## src/rtl/ahb_pkg.sv

```systemverilog
// Shared AHB-Lite encodings, slave FSM states and transfer-size helper for the
// AHB-APB bridge front-end.
package ahb_pkg;

    typedef enum logic [1:0] {
        HTRANS_IDLE   = 2'b00,
        HTRANS_BUSY   = 2'b01,
        HTRANS_NONSEQ = 2'b10,
        HTRANS_SEQ    = 2'b11
    } htrans_e;

    typedef enum logic [2:0] {
        HBURST_SINGLE = 3'b000,
        HBURST_INCR   = 3'b001,
        HBURST_WRAP4  = 3'b010,
        HBURST_INCR4  = 3'b011,
        HBURST_WRAP8  = 3'b100,
        HBURST_INCR8  = 3'b101,
        HBURST_WRAP16 = 3'b110,
        HBURST_INCR16 = 3'b111
    } hburst_e;

    localparam logic [1:0] HRESP_OKAY  = 2'b00;
    localparam logic [1:0] HRESP_ERROR = 2'b01;

    typedef enum logic [2:0] {
        ST_IDLE,
        ST_REQ,
        ST_RSP,
        ST_ERR1,
        ST_ERR2
    } slv_state_e;

    function automatic logic [7:0] size_to_bytes(input logic [2:0] size);
        return 8'd1 << size;
    endfunction

endpackage

```

## src/rtl/ahb_timeout_cnt.sv

```systemverilog
// Purpose: wait-cycle counter with clear/enable and a terminal-count done flag.
// Latency: done is combinational in the cycle the count reaches limit-1.
// Backpressure: none; the count freezes at the terminal value while enabled.
module ahb_timeout_cnt #(
    parameter int CNT_W = 16
) (
    input  logic             clock,
    input  logic             rst,
    input  logic             clr,
    input  logic             en,
    input  logic [CNT_W-1:0] limit,
    output logic             done
);

    logic [CNT_W-1:0] cnt;

    // done fires on the limit-th enabled cycle after a clear
    assign done = en && (cnt == limit - CNT_W'(1));

    always_ff @(posedge clock) begin
        if (rst) begin
            cnt <= '0;
        end else if (clr) begin
            cnt <= '0;
        end else if (en && !done) begin
            cnt <= cnt + CNT_W'(1);
        end
    end

endmodule

```

## src/rtl/ahb_slave_pipe.sv

```systemverilog
// Purpose: AHB-Lite slave front-end forwarding decoded transfers to a valid/ready backend.
// Latency: >=1 wait state for writes, >=2 for reads; errors take a two-cycle ERROR response.
// Backpressure: Hready_out held low while req_ready/rsp_valid pending, bounded by RSP_TIMEOUT.
// Optional: AHB_SLV_SIZE_CHECK_EN rejects oversize or misaligned transfers with ERROR.
module ahb_slave_pipe
    import ahb_pkg::*;
#(
    parameter int                ADDR_W      = 32,
    parameter int                DATA_W      = 32,
    parameter logic [ADDR_W-1:0] ADDR_LO     = 32'h8000_0000,
    parameter logic [ADDR_W-1:0] ADDR_HI     = 32'h8C00_0000,
    parameter int                RSP_TIMEOUT = 255
) (
    input  logic              clock,
    input  logic              Hreset,
    input  logic              Hwrite,
    input  logic [2:0]        Hsize,
    input  logic [1:0]        Htrans,
    input  logic              Hready_in,
    input  logic [ADDR_W-1:0] Haddr,
    input  logic [2:0]        Hburst,
    input  logic [DATA_W-1:0] Hwdata,
    output logic              Hready_out,
    output logic [1:0]        Hresp,
    output logic [DATA_W-1:0] Hrdata,
    output logic              req_valid,
    input  logic              req_ready,
    output logic              req_write,
    output logic [ADDR_W-1:0] req_addr,
    output logic [2:0]        req_size,
    output logic [2:0]        req_burst,
    output logic [DATA_W-1:0] req_wdata,
    input  logic              rsp_valid,
    input  logic [DATA_W-1:0] rsp_rdata,
    input  logic              rsp_err
);

    slv_state_e state;
    slv_state_e state_nxt;
    logic       accept;
    logic       in_range;
    logic       size_bad;
    logic       to_en;
    logic       to_done;

    assign accept = Hready_in
                 && (htrans_e'(Htrans) inside {HTRANS_NONSEQ, HTRANS_SEQ})
                 && (state == ST_IDLE || state == ST_ERR2);

    assign in_range = (Haddr >= ADDR_LO) && (Haddr < ADDR_HI);

`ifdef AHB_SLV_SIZE_CHECK_EN
    localparam int MAX_SIZE = $clog2(DATA_W / 8);
    logic [7:0] size_bytes;

    assign size_bytes = size_to_bytes(Hsize);
    assign size_bad   = (int'(Hsize) > MAX_SIZE)
                     || ((Haddr[7:0] & (size_bytes - 8'd1)) != 8'd0);
`else
    assign size_bad = 1'b0;
`endif

    assign req_wdata = Hwdata;
    assign to_en     = (state == ST_REQ) || (state == ST_RSP);

    ahb_timeout_cnt #(
        .CNT_W (16)
    ) u_timeout (
        .clock (clock),
        .rst   (Hreset),
        .clr   (accept),
        .en    (to_en),
        .limit (16'(RSP_TIMEOUT)),
        .done  (to_done)
    );

    // A real handshake or response in the timeout cycle wins over the timeout.
    always_comb begin
        state_nxt = state;
        case (state)
            ST_IDLE, ST_ERR2: begin
                if (accept) begin
                    state_nxt = (in_range && !size_bad) ? ST_REQ : ST_ERR1;
                end else begin
                    state_nxt = ST_IDLE;
                end
            end
            ST_REQ: begin
                if (req_ready) begin
                    if (req_write) begin
                        state_nxt = rsp_err ? ST_ERR1 : ST_IDLE;
                    end else begin
                        state_nxt = ST_RSP;
                    end
                end else if (to_done) begin
                    state_nxt = ST_ERR1;
                end
            end
            ST_RSP: begin
                if (rsp_valid) begin
                    state_nxt = rsp_err ? ST_ERR1 : ST_IDLE;
                end else if (to_done) begin
                    state_nxt = ST_ERR1;
                end
            end
            ST_ERR1: state_nxt = ST_ERR2;
            default: state_nxt = ST_IDLE;
        endcase
    end

    always_ff @(posedge clock) begin
        if (Hreset) begin
            state      <= ST_IDLE;
            Hready_out <= 1'b1;
            Hresp      <= HRESP_OKAY;
            Hrdata     <= '0;
            req_valid  <= 1'b0;
            req_write  <= 1'b0;
            req_addr   <= '0;
            req_size   <= '0;
            req_burst  <= '0;
        end else begin
            state      <= state_nxt;
            Hready_out <= (state_nxt == ST_IDLE) || (state_nxt == ST_ERR2);
            Hresp      <= ((state_nxt == ST_ERR1) || (state_nxt == ST_ERR2)) ? HRESP_ERROR : HRESP_OKAY;
            req_valid  <= (state_nxt == ST_REQ);
            if (accept && in_range && !size_bad) begin
                req_write <= Hwrite;
                req_addr  <= Haddr;
                req_size  <= Hsize;
                req_burst <= Hburst;
            end
            // read data is loaded even when the backend flags an error
            if (state == ST_RSP && rsp_valid) begin
                Hrdata <= rsp_rdata;
            end
        end
    end

endmodule

```

## config.mk

```make
export PLATFORM = sky130hd
export DESIGN_NAME = ahb_slave_pipe
export DESIGN_NICKNAME = d
export VERILOG_FILES = /design/src/rtl/ahb_pkg.sv /design/src/rtl/ahb_timeout_cnt.sv /design/src/rtl/ahb_slave_pipe.sv
export SDC_FILE = /design/constraint.sdc
export NUM_CORES = 1
export LEC_CHECK = 0
export ABC_CLOCK_PERIOD_IN_PS = 2850
export BUFFER_PORTS_ARGS = -buffer_cell sky130_fd_sc_hd__buf_2
export CORE_MARGIN = 2
export CORE_UTILIZATION = 40
export CTS_CLUSTER_DIAMETER = 80
export CTS_CLUSTER_SIZE = 16
export DETAILED_ROUTE_END_ITERATION = 10
export PLACE_DENSITY_LB_ADDON = 0.1
export SYNTH_ARGS = -nofsm -noshare
export SYNTH_HDL_FRONTEND = slang
export SYNTH_HIERARCHICAL = 1
export SYNTH_SLANG_ARGS = --single-unit
```

## constraint.sdc

```tcl
create_clock -name clock -period 2.85 [get_ports clock]
set_clock_uncertainty 0.15 [all_clocks]
set_input_delay 0.57 -clock clock [delete_from_list [all_inputs] [get_ports clock]]
set_output_delay 0.57 -clock clock [all_outputs]
set_load 0.01 [all_outputs]
```

* Yosys cells after proc, flatten, opt, wreduce, memory -nomap -nowiden
Cells that the tools add are included.
Storage, ports and cells: input port bits 111, register bits 94, output and inout port bits 107, word-level logic and storage cells 49, memory bits (writable) 0, memory bits (read-only) 0, latch bits 0, memories kept 0
Operators by class: equal/unequal tests 10, magnitude comparators 2, reduce and logical (&&, ||, !) cells 17, multiply operators 0, div/mod/pow operators 0, $add $sub $neg 1, shifts and indexed selects 0, bitwise logic cells 0, multiplexer cells 9
Operators with widths (count):
- 32-bit >= comparator (second input constant) | 1
- 32-bit less-than comparator (second input constant) | 1
- 16-bit by 1-bit adder with 16-bit output (second input constant) | 1
- 16-bit by 8-bit equality test with 1-bit output (second input constant) | 1
- 3-bit case mux with 4 select lines | 1
- 3-bit by 2-bit equality test with 1-bit output (second input constant) | 3
- 3-bit 2-to-1 mux | 3
- 2-bit 2-to-1 mux | 4
- 1-bit logical AND | 7
- 3-bit by 1-bit equality test with 1-bit output (second input constant) | 2
- 3-bit equality test (second input constant) | 2
- 3-bit logical NOT | 2
- 2-bit equality test (second input constant) | 2
- 1-bit logical OR | 4
- 2-bit OR reduction | 2
- 2-bit nonzero test | 1
- 1-bit logical NOT | 1
- 1-bit 2-to-1 mux | 1

* Depth between registers and ports, before layout
Gate-level depths: netlist of the first run.
depth in word-level cells 9, mapped depth 14

* Hierarchy
The synthesis of the first run kept the hierarchy.
By module, submodules not included:
- ahb_slave_pipe | seq. area each 1541.5 um2, instances 1, cells an instance 370, area an instance 3009.1 um2
- ahb_timeout_cnt | seq. area each 320.3 um2, instances 1, cells an instance 170, area an instance 1346.3 um2

* Worst setup path before layout of the first run
Ideal clock, no wire load.
path type reg-to-reg, start register u_timeout.cnt[3], end register Hready_out, buffers on the path 0, clock period less this slack 2.732 ns, cell stages (with the launch flop) 11, required time 2.585 ns, setup time 0.115 ns, arrival time 2.468 ns, path slack 0.118 ns, cells stage by stage dfxtp_1 -> xnor2_1 -> xnor2_1 -> or4_1 -> a2111oi_1 -> nand3_1 -> nor4b_1 -> nor2_1 -> a311oi_1 -> a221oi_1 -> o21a_1
On the way: word-level cells in the longest chain between the ends 7, elaborated cells between the ends (all ways) 9, those cells by class eq/ne: 2; mux: 4; reduce/logical: 3
Ends and longest elaborated chain:
- start: declaration | RTL line ahb_timeout_cnt.sv:15 | logic [CNT_W-1:0] cnt;
- start signal: assignment | RTL line ahb_timeout_cnt.sv:26 | cnt <= cnt + CNT_W'(1);
- 16-bit by 8-bit equality test with 1-bit output * | RTL line ahb_timeout_cnt.sv:18 | assign done = en && (cnt == limit - CNT_W'(1));
- 1-bit logical AND * | RTL line ahb_timeout_cnt.sv:18
- net to_done | RTL line ahb_slave_pipe.sv:44 | logic to_done;
- 3-bit 2-to-1 mux * | RTL line ahb_slave_pipe.sv:95, ahb_slave_pipe.sv:102
- 3-bit 2-to-1 mux, on equally long branches | RTL line ahb_slave_pipe.sv:100, ahb_slave_pipe.sv:89
- 3-bit case mux with 4 select lines * | RTL line ahb_slave_pipe.sv:80 | case (state)
- 3-bit equality test or 3-bit logical NOT (tied branches) | RTL line ahb_slave_pipe.sv:124 | Hready_out <= (state_nxt == ST_IDLE) || (state_nxt == ST_ERR2);
- 1-bit logical OR * | RTL line ahb_slave_pipe.sv:124
- end signal: assignment | RTL line ahb_slave_pipe.sv:124
- end: declaration | RTL line ahb_slave_pipe.sv:23 | output logic Hready_out,
Mark *: on every way through the listed nets, which the timed path passes. The rest lies on a longest branch. A chain may end at the register's enable or synchronous reset.

* Worst setup path in the final report of the first run
Same ends and word-level chain as after synthesis.

==> impl_results.md, run 1 <==
* # diodes at 0
* Seq cells post-synth at slightly above 90
* Most common cell after layout, fill and taps aside: buf_2
* Pre-CTS setup slack at -0.1533 ns
* Worst-Margin Slew at approximately 0.76 ns
* Finished Layout Cells at between 800 and 900
* # DRC at 0
* Uppermost layer routed: met4
* Remaining global-route overflow at 0
* Sequence of cells on the critical path: xnor2_2, xnor2_1, or4_4, a2111oi_4, nand3_1, nor4b_2, buf_4, nor2_2, a311oi_2, a221oi_2, o21a_1
* Worst-path maximum fanout at 4
* Remaining antenna violation count at 0
* Core Region at 10750 um2
* Largest stage delay on the critical path at 0.56 ns
* Ys flop type: dfxtp_1
* CP Capture Type: flip-flop
* Initial core utilization at 0.4053
* Min Tclk post-route at between 2 and 3 ns
* Root Buffer: clkbuf_8
* Final setup violating endpoints at 0
* CP Class: reg2reg
* Synth cell types at 60
* CTS tree: built
* Design area at 5449 um2
* Max Freq at approximately 370 MHz
* Worst rel slew slack at 0.4943
* Via count at 3983
* First-pass GRT wire length at 16990 um
* Max-slew violation count at 0
* Die width at between 100 and 150 um
* GRT Resource Usage Total at 0.1827
* Setup slack after layout at 0.1108 ns
* Seq/Total Area, Yosys at 0.4275
* H-Tree Depth at 3
* Iteration-0 DRC Markers at approximately 150
* Met2 wire length at 4936 um
* Overall Power at between 2 and 3 mW
* Max-Cap Viols at 0
* Full die area at roughly 12000 um2
* Drt wl/cell at roughly 13 um
* Vias in the first global route at approximately 3700
* Final hold violations at 0
* Final Cycle Share at 0.9611
* Met1 Routed Length at roughly 4800 um
* Pin count of the biggest net entering global routing at between 70 and 80
* Hold buffers post-CTS at 0
* Max IR drop VDD at about 0.00023 V
* Gpl congestion at around 0.76
* Die Y at around 110 um
* Status: complete, no violations
* Worst EP required at 2.97 ns
* Vias per cell at roughly 4.7
* EDFF count, synth at 0
* Arr. time, crit path at around 2.9 ns
* Drt first pass iters at 4
* Initial antenna violation count at 0
* Area delta synth->final at 25.11%
* CP Launch Type: flip-flop
* Synthesized netlist cell count at between 500 and 600
* Post-DP HPWL at around 7600 um
* Max Buffers Root-to-Sink at 2
* Async SR Flop Fraction at 0
* I/O Buffers at ~150
* CTS clock-pin slew for the worst setup and hold paths at ~0.09 ns
* Layout cell share with drive strength beyond 1 at 0.2817
* CTS buffer count at 9
* Pleak at between 2 and 2.5 nW
* Placed Instance Area at 5176 um2
* Critical-path top delay cell: or4_4
* Post-Synthesis Mean Instance Area at around 8.1 um2
* I/O pins at 218
* Row count at 38
* Nets at between 800 and 900
* Mapped Area at 4355 um2
* Most frequent cells in the layout: buf_2, nand2_1, dfxtp_1
* Total Wirelength at ~11000 um
* Cell total after placement at between 800 and 900
* Setup TNS at 0 ns
* Met3 wire length at 887 um
* P per Cell Area at ~480 nW/um2
* Yosys warns at 6
* Clk sinks at slightly above 90
* Worst skew pair latency at between 0.3 and 0.4 ns
* Worst Hold Class: in2reg
* Postcts setup bufs at 0
* RSZ-0062 raised after global routing: true
==> flip-flops by register name (all words and copies together) (netlist names) <==
name,flops
state,3
req_size,3
req_write,1
Hresp,1
u_timeout/cnt,16
req_valid,1
Hready_out,1
Hrdata,32
req_addr,32
req_burst,3
==> layout make-up <==
class / instances / area, um2
Tap cell: 140 / 175.2
Clock buffer: 11 / 141.4
Inverter: 8 / 30.03
Sequential cell: 93 / 1863
Timing Repair Buffer: 164 / 853.3
Clock inverter: 4 / 72.57
Multi-Input combinational cell: 430 / 2313
Fill cell: 1119 / 5296
==> layer usage <==
metal	vias to the layer above	GRT usage
met4	0	0.06593
li1	2057	-
met2	107	0.2853
met5	-	0
met3	28	0.06992
met1	1791	0.2299
==> synth_stat cells (3+ instances only) <==
cell type | instances | share of area
nand2_1 | 150 | 0.13
dfxtp_1 | 93 | 0.43
a21oi_1 | 81 | 0.093
buf_4 | 36 | 0.062
nor2_1 | 20 | 0.017
xnor2_1 | 14 | 0.028
clkbuf_1 | 13 | 0.011
nand3_1 | 11 | 0.013
xor2_1 | 11 | 0.022
o21ai_1 | 9 | 0.010
inv_1 | 8 | 0.0069
or3_1 | 8 | 0.011
buf_2 | 7 | 0.0080
or4_1 | 5 | 0.0086
buf_6 | 4 | 0.010
nand4_1 | 4 | 0.0057
nor3b_1 | 4 | 0.0069
and2_1 | 3 | 0.0043
o211ai_1 | 3 | 0.0052
o21ai_0 | 3 | 0.0034
o31ai_1 | 3 | 0.0052
==> cells by family (layout without fill, tap and decap cells) <==
kind of cell             Yosys count  count (layout)  share of synthesized area
XOR/XNOR                          25              25                    0.05027
AND/OR/NAND/NOR                  235             235                     0.2683
flip-flops                        93              93                     0.4275
other                              2              53                   0.001724
multiplexers                       2               2                   0.004597
adder cells (fa/ha/maj)            2               2                   0.005745
buffers and inverters             68             187                    0.09853
AO/OA/AOI/OAI                    113             113                     0.1433
==> worst max-delay path, delay by kind of cell, from the launching register on <==
family | cells | cell delay [ns]
flip-flops | 1 | 0.37
buffers and inverters | 1 | 0.16
AND/OR/NAND/NOR | 4 | 1.05
XOR/XNOR | 2 | 0.24
AO/OA/AOI/OAI | 4 | 0.69
==> report_power, final <==
part           total [mW]  internal, mW  switching, mW
clock network       0.975         0.513          0.462
logic               0.277         0.121          0.156
registers            1.34          1.33         0.0160
total                2.59          1.96          0.634
==> stage by stage <==
| step | util | hold WS [ns] |
|---|---|---|
| after floorplan | - | 0.3225 |
| after global placement | 0.4817 | 0.2892 |
| after detailed placement | 0.4817 | 0.2930 |
| after CTS | 0.5038 | 0.2637 |
| after global routing | 0.5071 | 0.2660 |
| final | 0.5071 | 0.2828 |
==> what timing repair did <==
item                                    in CTS  in global routing
hold endpoints to repair                     0                  0
resized for setup                            3                  8
endpoints found under the setup margin       4                  5
cloned                                       0                  0
pin swaps                                    0                  4
==> worst paths after layout <==
| path | end | slack [ns] | cells past startpoint | start |
|---|---|---|---|---|
| worst max-delay path | Hready_out | 0.11 | 11 | u_timeout/cnt[3] |
| worst min-delay path | req_addr[18] | 0.28 | 3 | Haddr[18] |
| worst max register to register | Hready_out | 0.11 | 11 | u_timeout/cnt[3] |
| worst min register to register | Hrdata[7] | 0.30 | 2 | Hrdata[7] |
Power figures use the tool's default switching activity.
==> run 2, diff against run 1 <==
--- a/config.mk
+++ b/config.mk
@@ -13,6 +13,7 @@
 export CTS_CLUSTER_SIZE = 16
 export DETAILED_ROUTE_END_ITERATION = 10
 export PLACE_DENSITY_LB_ADDON = 0.1
+export REMOVE_ABC_BUFFERS = 1
 export SYNTH_ARGS = -nofsm -noshare
 export SYNTH_HDL_FRONTEND = slang
 export SYNTH_HIERARCHICAL = 1
==> run 2 against run 1 <==
  * Utilization grew 0.14 points
  * Non-clock buffer count rose by 1
  * First-iteration DRC count increased by 12%
  * Die area is the same
  * Critical path type unchanged
  * Fmax rose by 0.56%
  * Cell count is 0.12% higher
  * Setup slack gained 0.015 ns
  * Clock power is 5% higher
  * Highest routed layer is now met5
  * Combinational power hardly changed
  * Critical path depth is the same
==> impl_results.md, run 2 (synthesis gave the netlist of run 1 again) <==
* Hold path depth at 3 (unchanged)
* Max IR drop VDD at 0.0002780 V (+22%)
* CP Launch Type: flip-flop
* Critical-path top delay cell: or4_4
* Initial antenna violation count at 0 (unchanged)
* Most frequent cells in the layout: buf_2, nand2_1, dfxtp_1
* Worst EP required at 2.96 ns (about the same)
* Final hold slack at 0.2802 ns (-0.002678 ns)
* Via count at 4010 (+0.68%)
* # DRC at 0 (unchanged)
* Worst Hold Class: in2reg
* Iteration-0 DRC Markers at 166 (+12%)
* Remaining global-route overflow at 0 (unchanged)
* Vias in the first global route at 3682 (+0.054%)
* Max-slew violation count at 0 (unchanged)
* Final setup violating endpoints at 0 (unchanged)
* Root Buffer: clkbuf_8
* Row count at 38 (unchanged)
* Worst path bufs/invs at 1 (unchanged)
* Final Cycle Share at 0.9558 (-0.005381)
* Pleak at 2.402 nW (+0.19%)
* Area delta synth->final at 25.45%
* CP Capture Type: flip-flop
* I/O Buffers at 151 (unchanged)
* Die Y at 108.4 um (unchanged)
* Arr. time, crit path at 2.83 ns (-0.03 ns)
* GRT Resource Usage Total at 0.2030 (+0.02029)
* Full die area at 11740 um2 (unchanged)
* Setup TNS at 0 ns (unchanged)
* Worst rel slew slack at 0.6462 (+0.1520)
* Drt first pass iters at 4 (unchanged)
* Initial core utilization at 0.4053 (unchanged)
* Post-DP HPWL at 8926 um (+17%)
* Most common cell after layout, fill and taps aside: buf_2
* Nets at 820 (+0.12%)
* Levels on crit path at 11 (unchanged)
* P per Cell Area at 483.5 nW/um2 (+1.6%)
* Gpl congestion at 0.8084 (+6.6%)
* First-pass GRT wire length at 18100 um (+6.5%)
* Worst skew pair latency at 0.35 ns (about the same)
* CP Class: reg2reg
* Pin count of the biggest net entering global routing at 52 (-28%)
* Max-Cap Viols at 0 (unchanged)
* Remaining antenna violation count at 0 (unchanged)
* Min Tclk post-route at 2.724 ns (-0.01534 ns)
* Final hold violations at 0 (unchanged)
* Sequence of cells on the critical path: xnor2_2, xnor2_1, or4_4, a2111oi_4, nand3_1, nor4b_2, buf_4, nor2_2, a311oi_2, a221oi_2, o21a_1
* Core Region at 10750 um2 (unchanged)
* CTS tree: built
* Worst-Margin Slew at 0.5306 ns (-0.2280 ns)
* Die width at 108.4 um (unchanged)
* # diodes at 0 (unchanged)
* Clk sinks at 93 (unchanged)
* CTS clock-pin slew for the worst setup and hold paths at 0.09 ns (about the same)
* Worst-path maximum fanout at 4 (unchanged)
* I/O pins at 218 (unchanged)
* Largest stage delay on the critical path at 0.55 ns (about the same)
* Fillers at 1141 (+2.0%)
* Status: complete, no violations
* H-Tree Depth at 3 (unchanged)
* Drt wl/cell at 14.10 um (+11%)
* Layout cell share with drive strength beyond 1 at 0.2799 (-0.001803)
* Overall Power at 2.642 mW (+1.9%)
* Max Buffers Root-to-Sink at 2 (unchanged)
* Max Freq at 367.1 MHz (+0.56%)
* Vias per cell at 4.712 (+0.56%)
* Top delay family on crit path: simple AND/OR/NAND/NOR gates
* Total Wirelength at 12000 um (+11%)
* R2r worst-path depth at 11 (unchanged)
* Largest regs: Hrdata x32, req_addr x32, u_timeout/cnt x16
* CTS buffer count at 9 (unchanged)
* RSZ-0062 raised after global routing: true
-- run 2: cell count changes in the layout (fill, tap and decap cells not counted), sizes merged --
cell and change:
bufinv +1, clkinv -1, buf +1
-- run 2: area by class of cell --
class / count / area (um2) / share of cell area
Clock buffer: 11 / 131.4 / 0.02404
Sequential cell: 93 / 1863 / 0.3410
Inverter: 8 / 30.03 / 0.005496
Timing Repair Buffer: 165 / 860.8 / 0.1575
Tap cell: 140 / 175.2 / 0.03206
Multi-Input combinational cell: 430 / 2306 / 0.4220
Clock inverter: 4 / 97.59 / 0.01786
-- run 2: final timing paths --
| kind | to | slack (ns) | from |
|---|---|---|---|
| min reg2reg | Hrdata[27] | 0.30 | Hrdata[27] |
| max | Hready_out | 0.13 | u_timeout/cnt[3] |
| min | Hrdata[28] | 0.28 | rsp_rdata[28] |
| max reg2reg | Hready_out | 0.13 | u_timeout/cnt[3] |
-- run 2: worst register-to-register path, stage by stage, from the launching register on --
cell and delay [ns]:
dfxtp_2 0.36, xnor2_2 0.11, xnor2_1 0.08, or4_4 0.55, a2111oi_4 0.23, nand3_1 0.14, nor4b_2 0.31, buf_4 0.17
nor2_2 0.04, a311oi_2 0.21, a221oi_2 0.09, o21a_1 0.18
-- run 2: per-layer routing --
layer	vias to the layer above	track usage	wire, um	part of all wire
li1	2058	-	-	-
met1	1803	0.2515	5316	0.44
met2	128	0.2799	5041	0.42
met3	19	0.1212	1352	0.11
met4	2	0.08333	248	0.021
met5	-	0.04464	39	0.0033
-- run 2: per-stage QoR --
stage / instances / utilization / area, um2 / worst slack, ns
finish: 851 / 0.5085 / 5464 / 0.1261
global route: 851 / 0.5085 / 5464 / -0.01095
CTS: 850 / 0.5052 / 5429 / 0.02310
detailed placement: 835 / 0.4817 / 5176 / -0.1259
global placement: 835 / 0.4817 / 5176 / -0.05941
floorplan: 531 / - / 4148 / 0.1176
-- run 2: power by group --
group          leakage (nW)  internal, mW  switching, mW
sequential            0.752          1.33         0.0153
combinational          1.54         0.121          0.156
clock                 0.110         0.579          0.445
total                  2.40          2.03          0.616
-- run 2: timing repair --
action / CTS / global route
hold buffers: 0 / 0
pin swaps: 0 / 3
buffers inserted: 0 / 1
setup endpoints to repair: 4 / 4
gates resized for setup: 3 / 6
